**src/rtl/rdmx_rx_sequencer.sv**
```systemverilog
// ---------------------------------------------------------------------------
// rdmx_rx_sequencer
//
// Receive-side sequencer for RDMX packets arriving from the Ethernet MAC as a
// 512-bit AXI stream. The first beat of every packet is the 64-byte header.
// It is decoded and validated. A good header produces one PCIe write
// descriptor, and then exactly the declared number of payload beats is
// forwarded. The final beat carries a regenerated tlast/tkeep. Malformed
// packets are dropped and counted.
//
// Header layout (wire byte N = tdata[N*8 +: 8], multi-byte fields big-endian):
//   bytes 38..39  UDP length (UDP header + 22-byte RDMX header + payload)
//   bytes 42..43  RDMX magic
//   bytes 44..51  PCI target address
//   payload_bytes = UDP length - 30
//
// Ports:
//   clk, reset                       clock, synchronous active-high reset
//   axis_in_*  (tdata/tvalid/tlast)  packet stream from the MAC, tready out
//   meta_addr/bytes/cycles           write descriptor, meta_valid/meta_ready
//   axis_out_* (tdata/tkeep/tlast)   payload stream, tvalid out, tready in
//   pkt_count                        good packets completed
//   bad_hdr_count                    packets dropped at the header
//   len_err_count                    payload length mismatches
// ---------------------------------------------------------------------------

// Pure field extraction from a header beat. It has no state.
module rdmx_decoder (
  input  logic [511:0] hdr,
  output logic [15:0]  magic,
  output logic [15:0]  udp_len,
  output logic [15:0]  payload_bytes,
  output logic [7:0]   payload_cycles,
  output logic [63:0]  pci_addr
);
  logic [15:0] rounded;
  logic        unused_bits;

  assign udp_len       = {hdr[38*8 +: 8], hdr[39*8 +: 8]};
  assign magic         = {hdr[42*8 +: 8], hdr[43*8 +: 8]};
  assign payload_bytes = udp_len - 16'd30;

  // Round up to whole 64-byte beats. A legal length keeps the result in 8 bits.
  assign rounded        = payload_bytes + 16'd63;
  assign payload_cycles = rounded[13:6];

  always_comb begin
    pci_addr = '0;
    for (int i = 0; i < 8; i++) begin
      pci_addr[(7-i)*8 +: 8] = hdr[(44+i)*8 +: 8];
    end
  end

  assign unused_bits = ^{hdr[303:0], hdr[511:416], rounded[15:14], rounded[5:0]};
endmodule

module rdmx_rx_sequencer #(
  parameter logic [15:0] RDMX_MAGIC  = 16'h0122,
  parameter int          MAX_PAYLOAD = 4096
) (
  input  logic         clk,
  input  logic         reset,
  input  logic [511:0] axis_in_tdata,
  input  logic         axis_in_tvalid,
  output logic         axis_in_tready,
  input  logic         axis_in_tlast,
  output logic [63:0]  meta_addr,
  output logic [15:0]  meta_bytes,
  output logic [7:0]   meta_cycles,
  output logic         meta_valid,
  input  logic         meta_ready,
  output logic [511:0] axis_out_tdata,
  output logic [63:0]  axis_out_tkeep,
  output logic         axis_out_tlast,
  output logic         axis_out_tvalid,
  input  logic         axis_out_tready,
  output logic [31:0]  pkt_count,
  output logic [31:0]  bad_hdr_count,
  output logic [31:0]  len_err_count
);
  typedef enum logic [1:0] {S_HDR, S_META, S_PAYLOAD, S_DROP} state_t;

  localparam logic [15:0] MAX_BYTES = 16'(MAX_PAYLOAD);

  state_t      state;
  logic [7:0]  remaining;

  logic [15:0] dec_magic;
  logic [15:0] dec_udp_len;
  logic [15:0] dec_payload_bytes;
  logic [7:0]  dec_payload_cycles;
  logic [63:0] dec_pci_addr;

  logic        hdr_bad;
  logic        in_fire;
  logic        final_beat;
  logic [5:0]  tail_bytes;
  logic [63:0] tail_keep;

  rdmx_decoder u_decoder (
    .hdr            (axis_in_tdata),
    .magic          (dec_magic),
    .udp_len        (dec_udp_len),
    .payload_bytes  (dec_payload_bytes),
    .payload_cycles (dec_payload_cycles),
    .pci_addr       (dec_pci_addr)
  );

  // The underflow test uses the raw UDP length. payload_bytes wraps below 30.
  assign hdr_bad = (dec_magic != RDMX_MAGIC) ||
                   (dec_udp_len < 16'd30) ||
                   (dec_payload_bytes == 16'd0) ||
                   (dec_payload_bytes > MAX_BYTES);

  assign in_fire    = axis_in_tvalid && axis_in_tready;
  assign final_beat = (remaining == 8'd1);
  assign tail_bytes = meta_bytes[5:0];

  // Byte mask for the last declared beat. A zero remainder means a full beat.
  always_comb begin
    tail_keep = '1;
    if (tail_bytes != 6'd0) begin
      for (int i = 0; i < 64; i++) begin
        tail_keep[i] = (7'(i) < {1'b0, tail_bytes});
      end
    end
  end

  // The payload path is a combinational pass-through. Nothing is buffered,
  // so backpressure reaches the MAC in the same cycle.
  always_comb begin
    axis_in_tready  = 1'b0;
    axis_out_tvalid = 1'b0;
    axis_out_tdata  = axis_in_tdata;
    axis_out_tlast  = 1'b0;
    axis_out_tkeep  = '0;
    case (state)
      S_HDR, S_DROP: axis_in_tready = 1'b1;
      S_PAYLOAD: begin
        axis_in_tready  = axis_out_tready;
        axis_out_tvalid = axis_in_tvalid;
        axis_out_tlast  = final_beat || axis_in_tlast;
        axis_out_tkeep  = final_beat ? tail_keep : '1;
      end
      default: ;
    endcase
  end

  function automatic logic [31:0] sat_inc(input logic [31:0] value);
    return (value == '1) ? value : value + 32'd1;
  endfunction

  // Sequencer state, descriptor registers and the event counters.
  // Each accepted beat updates at most one counter.
  always_ff @(posedge clk) begin
    if (reset) begin
      state         <= S_HDR;
      remaining     <= '0;
      meta_addr     <= '0;
      meta_bytes    <= '0;
      meta_cycles   <= '0;
      meta_valid    <= 1'b0;
      pkt_count     <= '0;
      bad_hdr_count <= '0;
      len_err_count <= '0;
    end else begin
      case (state)
        S_HDR: begin
          if (in_fire) begin
            if (hdr_bad) begin
              bad_hdr_count <= sat_inc(bad_hdr_count);
              if (!axis_in_tlast) state <= S_DROP;
            end else if (axis_in_tlast) begin
              len_err_count <= sat_inc(len_err_count);
            end else begin
              meta_addr   <= dec_pci_addr;
              meta_bytes  <= dec_payload_bytes;
              meta_cycles <= dec_payload_cycles;
              remaining   <= dec_payload_cycles;
              meta_valid  <= 1'b1;
              state       <= S_META;
            end
          end
        end
        S_META: begin
          if (meta_ready) begin
            meta_valid <= 1'b0;
            state      <= S_PAYLOAD;
          end
        end
        S_PAYLOAD: begin
          if (in_fire) begin
            if (axis_in_tlast) begin
              if (final_beat) pkt_count <= sat_inc(pkt_count);
              else            len_err_count <= sat_inc(len_err_count);
              state <= S_HDR;
            end else if (final_beat) begin
              // Longer than declared: the tail is discarded.
              len_err_count <= sat_inc(len_err_count);
              state         <= S_DROP;
            end else begin
              remaining <= remaining - 8'd1;
            end
          end
        end
        S_DROP: begin
          if (in_fire && axis_in_tlast) state <= S_HDR;
        end
        default: state <= S_HDR;
      endcase
    end
  end
endmodule

```
**config.mk**
```make
export PLATFORM = sky130hd
export DESIGN_NAME = rdmx_rx_sequencer
export DESIGN_NICKNAME = d
export VERILOG_FILES = /design/src/rtl/rdmx_rx_sequencer.sv
export SDC_FILE = /design/constraint.sdc
export NUM_CORES = 1
export LEC_CHECK = 0
export BUFFER_PORTS_ARGS = -buffer_cell sky130_fd_sc_hd__buf_2
export CAP_MARGIN = 30
export CORE_AREA = 4 4 494 496
export DETAILED_ROUTE_END_ITERATION = 6
export DIE_AREA = 0 0 498 500
export PLACE_DENSITY = 0.3
export SYNTH_ARGS = -nofsm -noshare
export SYNTH_HDL_FRONTEND = slang
export SYNTH_SLANG_ARGS = --single-unit
```
**constraint.sdc**
```tcl
create_clock -name clk -period 3.2 [get_ports clk]
set_input_delay 0.64 -clock clk [delete_from_list [all_inputs] [get_ports clk]]
set_output_delay 0.64 -clock clk [all_outputs]
set_load 0.02 [all_outputs]
```
Yosys cells after proc, flatten, opt, wreduce, memory -nomap -nowiden
Cells that the tools add are included.
{ "word_totals": {"register_bits": 195, "in_bits": 518, "wordCells": 159} }
{ "op_classes": {"n_addsub": 6, "order_cmp": 65, "n_eq_ne": 19, "n_mux": 37, "bitwise": 4, "reduce_logical": 19} }
{ "ops": {"columns": ["cell", "n"], "rows": [
  ["32-bit 2-to-1 mux", 8],
  ["64-bit 2-to-1 mux", 3],
  ["6-bit < comparator, first input constant", 31],
  ["32-bit by 1-bit adder with 32-bit output, second input constant", 3],
  ["32-bit == test, second input constant", 3],
  ["5-bit by 6-bit < comparator with 1-bit output, first input constant", 16],
  ["32-bit one-hot mux with 2 select lines", 1],
  ["4-bit by 6-bit < comparator with 1-bit output, first input constant", 8],
  ["8-bit 2-to-1 mux", 6],
  ["3-bit by 6-bit < comparator with 1-bit output, first input constant", 4],
  ["2-bit 2-to-1 mux", 9],
  ["2-bit inequality test, second input constant", 9],
  ["16-bit by 13-bit > comparator with 1-bit output, second input constant", 1],
  ["16-bit logical NOT", 1],
  ["16-bit by 5-bit < comparator with 1-bit output, second input constant", 1],
  ["16-bit by 9-bit inequality test with 1-bit output, second input constant", 1],
  ["8-bit one-hot mux with 2 select lines", 1],
  ["16-bit by 5-bit subtractor with 16-bit output, second input constant", 1],
  ["14-bit by 6-bit adder with 14-bit output, second input constant", 1],
  ["7-bit AND reduction", 2],
  ["1-bit by 6-bit < comparator with 1-bit output, first input constant", 2],
  ["2-bit by 6-bit < comparator with 1-bit output, first input constant", 2],
  ["5-bit AND reduction", 2],
  ["8-bit by 1-bit == test with 1-bit output, second input constant", 1],
  ["16 further kinds", 33]
]} }

Logic depth before layout (Yosys ltp)
Gate-level depths: netlist of run 1.
{ "logic_depth": {"depth_word": 7, "ltp_mapped": 14, "depth_no_buf": 10} }

By module
From an unflattened synthesis of run 1, not the netlist that was laid out.
{ "unflattened": {"hier_cells": 1956, "hier_area_um2": 14802.9} }
{ "modules_own_cells": {"columns": ["mod", "n_inst", "cells_each", "area_each_um2"], "rows": [
  ["rdmx_rx_sequencer", 1, 1777, 13499.2],
  ["rdmx_decoder", 1, 179, 1303.8]
]} }

Worst setup path before layout of run 1
Ideal clock, no wire load.
{ "synth_timing": {"path_kind": "input-to-reg", "start": "input port axis_in_tdata[318]", "end": "register bad_hdr_count[27]", "arrival_ns": 3.078, "required_ns": 3.065, "setup_slack_ns": -0.013, "stages": 11, "path_cell_list": "buf_2 > or4_4 > nor3_4 > xor2_2 > nor3_2 > mux2i_1 > or2_2 > clkbuf_1 > buf_2 > o311ai_0 > o41ai_1"} }
{ "synth_via": {"elab_chain_cells": 5, "elab_cells_between_ends": 8} }
{ "synth_rtl": {"columns": ["item", "line_no", "rtl"], "rows": [
  ["from (decl)", "63", "input logic [511:0] axis_in_tdata,"],
  ["parallel branches: the longest is 3 deep, another holds 16-bit by 5-bit subtractor with 16-bit output", null, null],
  ["1-bit logical OR *", "112", "(dec_payload_bytes == 16'd0) ||"],
  ["4-bit AND reduction (no source line) *", null, null],
  ["to (signal assigned)", "171", "bad_hdr_count <= sat_inc(bad_hdr_count);"],
  ["to (decl)", "78", "output logic [31:0] bad_hdr_count,"]
]} }
Every way passes the cells marked *.
A chain may end at the register's enable or synchronous reset.

Worst setup path after layout of run 1
{ "layout_timing": {"start": "register remaining[1]", "end": "output port axis_out_tkeep[2]"} }
{ "layout_via": {"elab_chain_cells": 3} }
{ "layout_rtl": {"columns": ["item", "line_no", "rtl"], "rows": [
  ["from (decl)", "86", "logic [7:0] remaining;"],
  ["from (signal assigned)", "179", "remaining <= dec_payload_cycles;"],
  ["from (signal assigned)", "202", "remaining <= remaining - 8'd1;"],
  ["8-bit by 1-bit == test with 1-bit output", "116", "assign final_beat = (remaining == 8'd1);"],
  ["64-bit 2-to-1 mux", "143", "axis_out_tkeep = final_beat ? tail_keep : '1;"],
  ["64-bit 2-to-1 mux", "137", "case (state)"],
  ["to (decl)", "73", "output logic [63:0] axis_out_tkeep,"]
]} }
No other way between the ends.

==> impl_results.md, run 1 <==
* Post-route ant nets at 0
* Fin crit period at roughly 3.1 ns
* Number of port buffers at between 400 and 500
* Primary FF master, synth: dfxtp_1
* Hold Path Class: in2reg
* Total CTS buffers at 17
* Switching pwr at between 3 and 4 mW
* WL/cell at 24.1 um
* Status: complete, no violations
* Switch share at 41.4%
* Skew final at between 0.03 and 0.04 ns
* Gr usage total at 9.37%
* Final period utilization at approximately 96%
* DR vias at between 10000 and 15000
* Max-cap viol count at 0
* Post-placement cell count at 5002
* Final setup viols at 0
* Mapped Area at 13800 um^2
* P&R area growth vs syn at 29.7%
* Worst Path Buf+Inv at 5
* Vias per cell at about 2.5
* Dpl ws at -0.376 ns
* CP Launch Type: flip-flop
* Final net count at ~2400
* Slowest stage cell, crit path: dfxtp_2
* CP max stage delay at ~0.33 ns
* Layout cells sized above 1 at between 30% and 40%
* Crit path arrival time at about 2.4 ns
* Post-synthesis register bit count at 195
* Starting Density at roughly 5.8%
* Post-synth EDFFs at 0
* DRT Wirelength at between 100 and 150 mm
* TritonCTS clock tree: done
* Die Y at 500 um
* Async S/R FF share, synth at 0%
* Clock share of power at about a third
* Largest area contributor in the netlist: dfxtp_1
* Reg2reg start: state[0]
* Pint at 4.33 mW
* Syn Inst Count at 1836
* Finished Layout Cells at just over 5000
* Number of library cell types mapped by synthesis at 64
* Crit path launch: remaining[1]
* HPWL after detailed placement at between 100 and 150 mm
* RSZ-0062 raised after global routing: yes
* Clk slew on worst S/H paths at approximately 0.1 ns
* GRT overflow at 0
* Post-layout util at ~7.5%
* Number of placement rows at 180
* DRT Pass-1 Iters at 5
* Routability Congestion at between 0.8 and 0.9
* Max Slew Vio Count at 0
* Clock Latency Late Sink at 0.54 ns
* CP endpoint kind: output port
* Crit path max-delay family: buffers and inverters
* Design Area, Final at between 15000 and 20000 um^2
* Post-synthesis sequential area ratio at approximately 28%
* Core area at 240000 um^2
* Syn Nets at 2365
* Pleak at 6.47 nW
* Comb power frac at roughly 34%
* Crit path cell chain: inv_2 -> ha_1 -> nor2b_4 -> nand3_4 -> buf_12 -> o41ai_4 -> inv_1 -> a21oi_2 -> buf_6 -> o21ai_0 -> buf_2
* DP Area at between 15000 and 20000 um^2
* Detailed-route DRC error count at 0
* Chip width at ~500 um
* Share of the synthesized area in the top cell type at 28.3%
* Htree depth at 4
* Pwr dens at about 410 nW/um^2
* First-pass GRT wire length at about 150 mm
* CP Class: reg2out
* Synth area leaders: dfxtp_1 (28%), buf_4 (28%), nand2_1 (6.6%)
* Req. time, crit path at between 2 and 3 ns
* Reg power frac at about a third
* Sink Count at around 200
* Max clock buf depth at 2
* Max VDD drop at ~470 uV
* Max Clock Freq at 326 MHz
* DRT iter0 DRCs at 720
* Clock root cell: clkbuf_16
* # IOs at 1282
* Worst-Margin Slew at between 0.8 and 0.9 ns
* Crit Path Max Fanout at 5
* Largest net degree at the start of global routing at slightly above 60
* Initial antenna violation count at 27
* Vias in the first global route at about 12000
* Relative slew slack at about 45%
* Yosys warning count at 0
* Final WS setup at 0.132 ns
* Syn Area/Cell at ~7.5 um^2
* Setup TNS at 0 ns
* Final Hold Viols at 0
* Die ar. at about 250000 um^2
* # hold bufs at CTS at 0
* Hold Startpoint: axis_in_tdata[357]
-- power groups by stage --
| stage | combinational (mW) | clock, mW | sequential [mW] |
|---|---|---|---|
| after floorplan | 1.99 | 0 | 2.55 |
| after global placement | 2.44 | 0 | 2.54 |
| after detailed placement | 2.43 | 0 | 2.54 |
| after CTS | 2.52 | 2.60 | 2.49 |
| after global routing | 2.66 | 2.64 | 2.50 |
| final | 2.49 | 2.41 | 2.49 |
-- state kept, by name, summed over array words and instances (netlist names) --
register       flops
meta_addr         64
bad_hdr_count     32
len_err_count     32
pkt_count         32
meta_bytes        16
meta_cycles        8
remaining          8
state              2
meta_valid         1
-- tightest hold or removal path, cell delays in order --
cell and delay (ns):
buf_2 0.11, nand2_1 0.05, a21oi_1 0.05
-- cells in the mapped netlist (all sizes together), types with 6 or more instances --
cell type	n
buf	537
nand2	241
dfxtp	195
a21oi	176
nor2	124
nand3	68
clkbuf	62
xnor2	56
o21ai	46
inv	32
nor3	32
nand4	31
or3	31
and3	29
xor2	28
and4	16
nor4	13
ha	11
and2	10
nor2b	9
a31o	7
a31oi	7
mux2	6
o31ai	6
-- per-stage QoR --
stage	total power, mW	hold slack [ns]
after global placement	4.98	0.437
after floorplan	4.54	0.470
after global routing	7.80	0.302
final	7.39	0.354
after detailed placement	4.97	0.441
after CTS	7.61	0.277
-- placed cells by master, fill, tap and decap left out, types with 4 or more instances in the layout --
cell type / n
a21oi_1: 171
a31o_2: 7
a31oi_1: 7
a32o_1: 4
and2_1: 10
and3_1: 28
and4_1: 16
buf_12: 14
buf_2: 442
buf_4: 133
clkbuf_16: 18
dfxtp_1: 193
diode_2: 4
ha_1: 9
inv_1: 28
inv_6: 6
inv_8: 4
mux2_2: 4
nand2_1: 235
nand2_2: 6
nand3_1: 66
nand4_1: 31
nor2_1: 120
nor2b_1: 8
nor3_1: 27
nor4_1: 11
o21ai_0: 41
o21ai_1: 4
o31ai_1: 6
or2_2: 4
or3_1: 31
xnor2_1: 56
xor2_1: 27
-- what timing repair did --
action / 4_1_cts / 5_1_grt
pin swaps: 4 / 3
cloned: 0 / 1
gates resized for setup: 38 / 21
setup buffers: 7 / 6
endpoints found under the setup margin: 57 / 78
-- per-layer routing --
layer / wire (um) / global-route usage [%]
met5: 13 / 0
met4: 6920 / 4.87
met1: 36900 / 8.12
met3: 21900 / 7.86
met2: 55800 / 15.1
-- kinds of logic (layout without fill, tap and decap cells) --
family          count (synthesis)  count (layout)  synth area share [%]
compound gates                285             285                  11.9
xor+xnor                       84              84                  5.39
fa+ha+maj                      11              11                 0.998
buf+inv                       631             658                  31.5
flops                         195             195                  28.3
mux                            10              10                 0.807
other cells                     0               4                     0
simple gates                  620             620                  21.2
-- final timing paths --
path | endpoint | slack [ns] | cells after the start
worst min-delay path | meta_addr[61] | 0.35 | 3
worst max-delay path | axis_out_tkeep[2] | 0.13 | 11
worst min register to register | meta_addr[20] | 0.45 | 2
worst max register to register | bad_hdr_count[17] | 0.26 | 12
-- cell type report --
class	instances	area, um^2
Timing Repair Buffer	594	3560
Sequential cell	195	3910
Antenna cell	4	10.0
Inverter	32	124
Clock buffer	18	439
Tap cell	3185	3990
Multi-Input combinational cell	1010	5730
Fill cell	28352	222000
Clock inverter	14	138
Note: power is estimated with default switching activity, not from simulation.
==> run 2, diff against run 1 <==
ABC_AREA = 1   (was not set)
CORE_AREA = 4 4 499 501   (was 4 4 494 496)
DIE_AREA = 0 0 503 505   (was 0 0 498 500)
==> run 2 against run 1 <==
Highest routed layer is now met4. Clock-buffer cell count grew 2. Synthesized area grew 8.1%. Clock skew shrank 0.0064 ns. The run now ends with negative setup slack left.
==> impl_results.md, run 2 <==
* # hold bufs at CTS at 0 (unchanged)
* Syn Area/Cell at 6.60 um^2 (-12%)
* Most common cell in the netlist: buf_4
* Total CTS buffers at 17 (unchanged)
* Number of flip-flops in the largest register at 64 (unchanged)
* Design Area, Final at 20200 um^2 (+13%)
* Mapped Area at 14900 um^2 (+8.1%)
* Slowest stage cell, crit path: dfxtp_2
* Sink Count at 195 (unchanged)
* Post-layout util at 8.25% (+0.79 points)
* First-pass GRT wire length at 153 mm (+2.4%)
* Yosys warning count at 0 (unchanged)
* Final Hold Viols at 0 (unchanged)
* Max-cap viol count at 0 (unchanged)
* Final period utilization at 104% (+7.7 points)
* Post-synth EDFFs at 0 (unchanged)
* Commonest non-fill, non-tap cell in the layout: buf_2
* Worst-Margin Slew at 0.833 ns (+0.00227 ns)
* Clk slew on worst S/H paths at 0.10 ns (about the same)
* Skew final at 0.0300 ns (-0.00644 ns)
* Detailed-route DRC error count at 0 (unchanged)
* Final WS setup at -0.114 ns (-0.246 ns)
* Fin crit period at 3.31 ns (+0.246 ns)
* Most frequent cells in the layout: buf_2 (395), nand2_1 (377), inv_1 (252)
* Crit path max-delay family: buffers and inverters
* Clock Latency Late Sink at 0.55 ns (about the same)
* Post-synthesis sequential area ratio at 26.2% (-2.1 points)
* Number of placement rows at 182 (+1.1%)
* Vias per cell at 2.63 (+5.2%)
* Async S/R FF share, synth at 0% (unchanged)
* DRT Pass-1 Iters at 5 (unchanged)
* Status: finished, violations left
* RSZ-0062 raised after global routing: yes
* Max VDD drop at 374 uV (-21%)
* Synth top cells by count: buf_4 (516), nand2_1 (391), inv_1 (273), nor2_1 (196), dfxtp_1 (195)
* CP max stage delay at 0.33 ns (about the same)
* Final net count at 2842 (+19%)
* Max Clock Freq at 302 MHz (-7.4%)
* Routability Congestion at 0.843 (+4.3%)
* Synth area leaders: dfxtp_1 (26%), buf_4 (26%), nand2_1 (9.8%)
* Initial antenna violation count at 25 (-7.4%)
* Most used cell, CP: buf_6
* DRT Wirelength at 122 mm (+0.58%)
* HPWL after detailed placement at 105 mm (-1.3%)
* Worst Path Buf+Inv at 7 (+2)
* Number of library cell types mapped by synthesis at 45 (-30%)
* Power Total at 10.6 mW (+44%)
* Max Slew Vio Count at 0 (unchanged)
* Failing checks: negative setup slack
* Crit path cell chain: or2_1 -> nor2_2 -> nand4_1 -> buf_6 -> a21oi_4 -> inv_2 -> buf_6 -> nor2_4 -> buf_6 -> buf_12 -> buf_4 -> a21oi_4 -> buf_6
* Primary FF master, synth: dfxtp_1
* Final setup viols at 34 (+34)
* P&R area growth vs syn at 35.5%
* Crit path arrival time at 2.67 ns (+0.24 ns)
* Number of port buffers at 449 (unchanged)
* Reg with most FFs: meta_addr
* Max clock buf depth at 2 (unchanged)
* # IOs at 1282 (unchanged)
* Gr usage total at 9.21% (-0.15 points)
* WL/cell at 22.0 um (-8.6%)
* Post-synthesis register bit count at 195 (unchanged)
* Chip width at 503 um (+1.0%)
* Req. time, crit path at 2.56 ns (about the same)
* Pleak at 7.92 nW (+22%)
* Largest area contributor in the netlist: dfxtp_1
* Share of the synthesized area in the top cell type at 26.2% (-2.1 points)
* Pwr dens at 526 nW/um^2 (+27%)
* DRT iter0 DRCs at 718 (-0.28%)
* CP Class: reg2out
* Clock root cell: clkbuf_16
* CP endpoint kind: output port
* Dpl ws at -0.325 ns (+0.0515 ns)
* Post-route ant nets at 0 (unchanged)
* GRT overflow at 0 (unchanged)
* Vias in the first global route at 14646 (+18%)
* Syn Inst Count at 2259 (+23%)
* DR vias at 14638 (+16%)
* Htree depth at 4 (unchanged)
* Die Y at 505 um (+1.0%)
* Syn Nets at 2788 (+18%)
* Layout cells sized above 1 at 32.9% (-3.9 points)
* Hold Path Class: in2reg
* Largest net degree at the start of global routing at 51 (-16%)
* Die ar. at 254000 um^2 (+2.0%)
* Starting Density at 6.09% (+0.33 points)
* CP Launch Type: flip-flop
* DP Area at 18200 um^2 (+7.0%)
* Crit Path Max Fanout at 6 (+1)
* TritonCTS clock tree: done
* Relative slew slack at 44.3% (-0.36 points)
* Core area at 245000 um^2 (+2.2%)
-- run 2: changes by cell type in the layout (fill, tap and decap cells not counted), sizes merged, moves of 27 or more --
| cell | change |
|---|---|
| xnor2 | -49 |
| inv | +243 |
| nand4 | +28 |
| o21ai | +84 |
| or3 | -31 |
| nor2 | +73 |
| nand2 | +154 |
| and3 | -27 |
-- run 2: repair_timing --
item,CTS,global route
gates resized for setup,189,104
setup buffers,30,21
gates cloned,0,4
pin swaps,24,12
endpoints found under the setup margin,61,107
-- run 2: worst paths after layout --
path | start | endpoint | slack, ns | depth (start not counted)
max | remaining[5] | axis_out_tkeep[33] | -0.11 | 13
min reg2reg | meta_addr[5] | meta_addr[5] | 0.44 | 2
max reg2reg | remaining[5] | len_err_count[9] | 0.19 | 22
min | axis_in_tdata[384] | meta_addr[24] | 0.40 | 3
-- run 2: stage by stage --
step                setup TNS, ns  hold WS [ns]  std cells
floorplan                       0         0.470       2259
global placement           -30.35         0.428       5473
detailed placement         -26.96         0.433       5473
CTS                        -12.37         0.313       5530
global route               -11.67         0.371       5556
finish                      -1.70         0.400       5559
-- run 2: layout make-up --
cell class	instances	area [um^2]
well taps	3220	4030
fillers	28854	225000
clock inverters	11	134
multi-input cells	1202	6340
clock buffers	20	467
flip-flops and latches	195	3910
repair buffers	618	4220
inverters	279	1070
diodes	14	35.0
-- run 2: report_power, final --
group          leakage (nW)  internal, mW  switching [mW]  total, mW
Clock                 0.294          1.17            1.35       2.52
Combinational          6.05          2.06            3.34       5.40
Sequential             1.58          2.55           0.152       2.71
-- run 2: worst reg2reg max path, delay by kind of cell, from the launching register on --
kind | cells | cell delay (ns)
flops | 1 | 0.33
simple gates | 8 | 0.95
compound gates | 1 | 0.13
buf+inv | 13 | 1.54
-- run 2: logic make-up (layout without fill, tap and decap cells) --
| kind of cell | after synthesis | after routing | share of synthesized area [%] |
|---|---|---|---|
| xor gates and xnor gates | 53 | 53 | 3.11 |
| muxes | 1 | 1 | 0.0671 |
| buffers and inverters | 862 | 928 | 34.9 |
| DFF | 195 | 195 | 26.2 |
| and+or+nand+nor | 817 | 817 | 23.7 |
| AOI/OAI and AO/OA | 320 | 320 | 11.1 |
| other | 0 | 14 | 0 |
| adders and majority gates | 11 | 11 | 0.923 |
-- run 2: layer usage --
layer  vias to the layer above  global-route usage (%)  routed length, um
li1                       6776                       -                  -
met1                      6623                    7.77              35900
met5                         -                       0                  0
met4                         0                    8.27              12600
met3                       487                    5.43              16800
met2                       752                    15.2              56900
==> run 3, diff against run 2 <==
CELL_PAD_IN_SITES_DETAIL_PLACEMENT = 1   (was not set)
CELL_PAD_IN_SITES_GLOBAL_PLACEMENT = 2   (was not set)
CORE_AREA = 4 4 495 497   (was 4 4 499 501)
CTS_BUF_LIST = sky130_fd_sc_hd__clkbuf_8   (was not set)
DIE_AREA = 0 0 499 501   (was 0 0 503 505)
PLACE_DENSITY = 0.39   (was 0.3)
==> run 3 against run 2 <==
The flow still finishes with violations (negative setup slack). Critical path type unchanged. Sequential cell count did not move. Worst hold slack got worse by 0.15 ns. Global-route usage fell by 0.56 points. Sequential power barely moved. Die area fell by 1.6%. Clock skew rose by 0.0092 ns. Largest power group unchanged. Non-clock buffer count fell by 6. Worst setup slack got worse by 0.056 ns. First-iteration DRC count fell by 34%. Via count fell by 0.87%. Clock-buffer cell count fell by 2. Wire length fell by 9.3%.
==> impl_results.md, run 3 (synthesis gave the netlist of run 2 again) <==
* Status: finished, violations left
* Failing checks: negative setup slack
* Clock root cell: clkbuf_8
* Most frequent cells in the layout: buf_2 (392), nand2_1 (374), inv_1 (249)
* Number of placement rows at 180 (-1.1%)
* # IOs at 1282 (unchanged)
* Crit path arrival time at 2.73 ns (+0.06 ns)
* P&R area growth vs syn at 34.3%
* Setup TNS at -3.80 ns (-2.10 ns)
* Commonest non-fill, non-tap cell in the layout: buf_2
* Max Slew Vio Count at 0 (unchanged)
* Final WS setup at -0.171 ns (-0.0564 ns)
* Max Clock Freq at 297 MHz (-1.7%)
* Hold path endpoint: meta_addr[25]
* Skew final at 0.0392 ns (+0.00922 ns)
* Largest net degree at the start of global routing at 50 (-2.0%)
* DP Area at 18200 um^2 (+0.36%)
* Relative slew slack at 50.3% (+6.0 points)
* Pleak at 7.79 nW (-1.6%)
* Clock Latency Late Sink at 0.67 ns (+0.12 ns)
* First-pass GRT wire length at 146 mm (-4.4%)
* Reg with most FFs: meta_addr
* Hold Path Depth at 3 (unchanged)
* RSZ-0062 raised after global routing: yes
* CP endpoint kind: output port
* Final Hold Viols at 0 (unchanged)
* DRT Wirelength at 111 mm (-9.3%)
* # hold bufs at CTS at 0 (unchanged)
* Fin Hold WS at 0.249 ns (-0.151 ns)
* Max-cap viol count at 0 (unchanged)
* Detailed-route DRC error count at 0 (unchanged)
* Gr usage total at 8.65% (-0.56 points)
* Core area at 240000 um^2 (-1.8%)
* Reg-to-reg endpoint: meta_addr[38]
* WL/cell at 20.1 um (-8.6%)
* Htree depth at 4 (unchanged)
* Worst-Margin Slew at 0.745 ns (-0.0871 ns)
* Fin crit period at 3.37 ns (+0.0564 ns)
* Final period utilization at 105% (+1.8 points)
* Sink Count at 195 (unchanged)
* DRT iter0 DRCs at 474 (-34%)
* Register-to-register setup slack at 0.41 ns (+0.22 ns)
* Vias per cell at 2.63 (about the same)
* TritonCTS clock tree: done
* HPWL after detailed placement at 94.2 mm (-11%)
* Max VDD drop at 318 uV (-15%)
* Reg2reg start: state[1]
* Chip width at 499 um (-0.80%)
* Starting Density at 6.20% (+0.11 points)
* Initial antenna violation count at 24 (-4.0%)
* Post-route ant nets at 0 (unchanged)
* Hold Startpoint: axis_in_tdata[385]
* Number of port buffers at 449 (unchanged)
* Pwr dens at 500 nW/um^2 (-4.9%)
* Total CTS buffers at 17 (unchanged)
* Number of flip-flops in the largest register at 64 (unchanged)
* Clk slew on worst S/H paths at 0.16 ns (+0.06 ns)
* Routability Congestion at 0.737 (-13%)
* Hold Path Class: in2reg
* CP Class: reg2out
* Die Y at 501 um (-0.79%)
* Req. time, crit path at 2.56 ns (about the same)
* Layout cells sized above 1 at 33.4% (+0.54 points)
* Crit Path Max Fanout at 3 (-3)
* Max clock buf depth at 2 (unchanged)
* Vias in the first global route at 15634 (+6.7%)
* CP Launch Type: flip-flop
* DRT Pass-1 Iters at 4 (-1)
* GRT overflow at 0 (unchanged)
* Power Total at 10.0 mW (-5.7%)
* Final setup viols at 42 (+24%)
* FF-to-FF path depth at 14 (-36%)
* Design Area, Final at 20000 um^2 (-0.90%)
* DR vias at 14511 (-0.87%)
* Die ar. at 250000 um^2 (-1.6%)
* Final net count at 2836 (-0.21%)
==> run 3: critical path: stages, from the launching register on <==
cell     delay [ns]
dfxtp_2        0.35
or2_1          0.23
nor2_2         0.12
nand4_1        0.13
buf_6          0.17
a21oi_4        0.17
inv_4          0.08
o21ai_4        0.24
buf_6          0.15
a21oi_4        0.05
inv_2          0.13
a31oi_1        0.06
buf_4          0.19
==> run 3: area by class of cell <==
type / instances / area, um^2
multi-input cells: 1202 / 6450
inverters: 279 / 1080
diodes: 11 / 27.5
flip-flops and latches: 195 / 3920
clock inverters: 14 / 169
clock buffers: 18 / 248
fillers: 29021 / 220000
well taps: 3185 / 3990
repair buffers: 612 / 4150
==> run 3: repair_timing <==
item | in CTS | in global routing
cloned | 0 | 0
buffers inserted | 15 | 20
pin swaps | 12 | 20
gates resized for setup | 241 | 88
setup endpoints to repair | 67 | 66
==> run 3: power breakdown <==
part           internal, mW  switching, mW
Sequential             2.56          0.169
Combinational          2.06           3.26
Clock                 0.612           1.37
Total                  5.23           4.79
==> run 3: per-layer routing <==
layer / vias up / routed length [um] / global-route usage (%)
met4: 0 / 8700 / 6.28
met2: 642 / 55700 / 15.5
met5: - / 0 / 0.0579
li1: 6742 / - / -
met1: 6726 / 36300 / 7.92
met3: 401 / 10200 / 3.48
==> run 3: worst max-delay path by stage <==
stage	endpoint	from	slack, ns
5_1_grt	axis_out_tkeep[41]	remaining[5]	-0.39
6_report	axis_out_tkeep[56]	remaining[5]	-0.17
4_1_cts	axis_out_tkeep[56]	remaining[4]	-0.39
3_5_place_dp	axis_out_tkeep[41]	remaining[3]	-0.19
3_3_place_gp	axis_out_tkeep[22]	remaining[3]	-0.21
2_1_floorplan	axis_out_tkeep[56]	meta_bytes[1]	0.11
==> run 3: stage by stage <==
stage	instances	util (%)	setup WS, ns
3_5_place_dp	5450	7.59	-0.187
2_1_floorplan	2259	-	0.113
6_report	5516	8.33	-0.171
4_1_cts	5492	8.14	-0.394
5_1_grt	5509	8.33	-0.388
3_3_place_gp	5450	7.59	-0.210
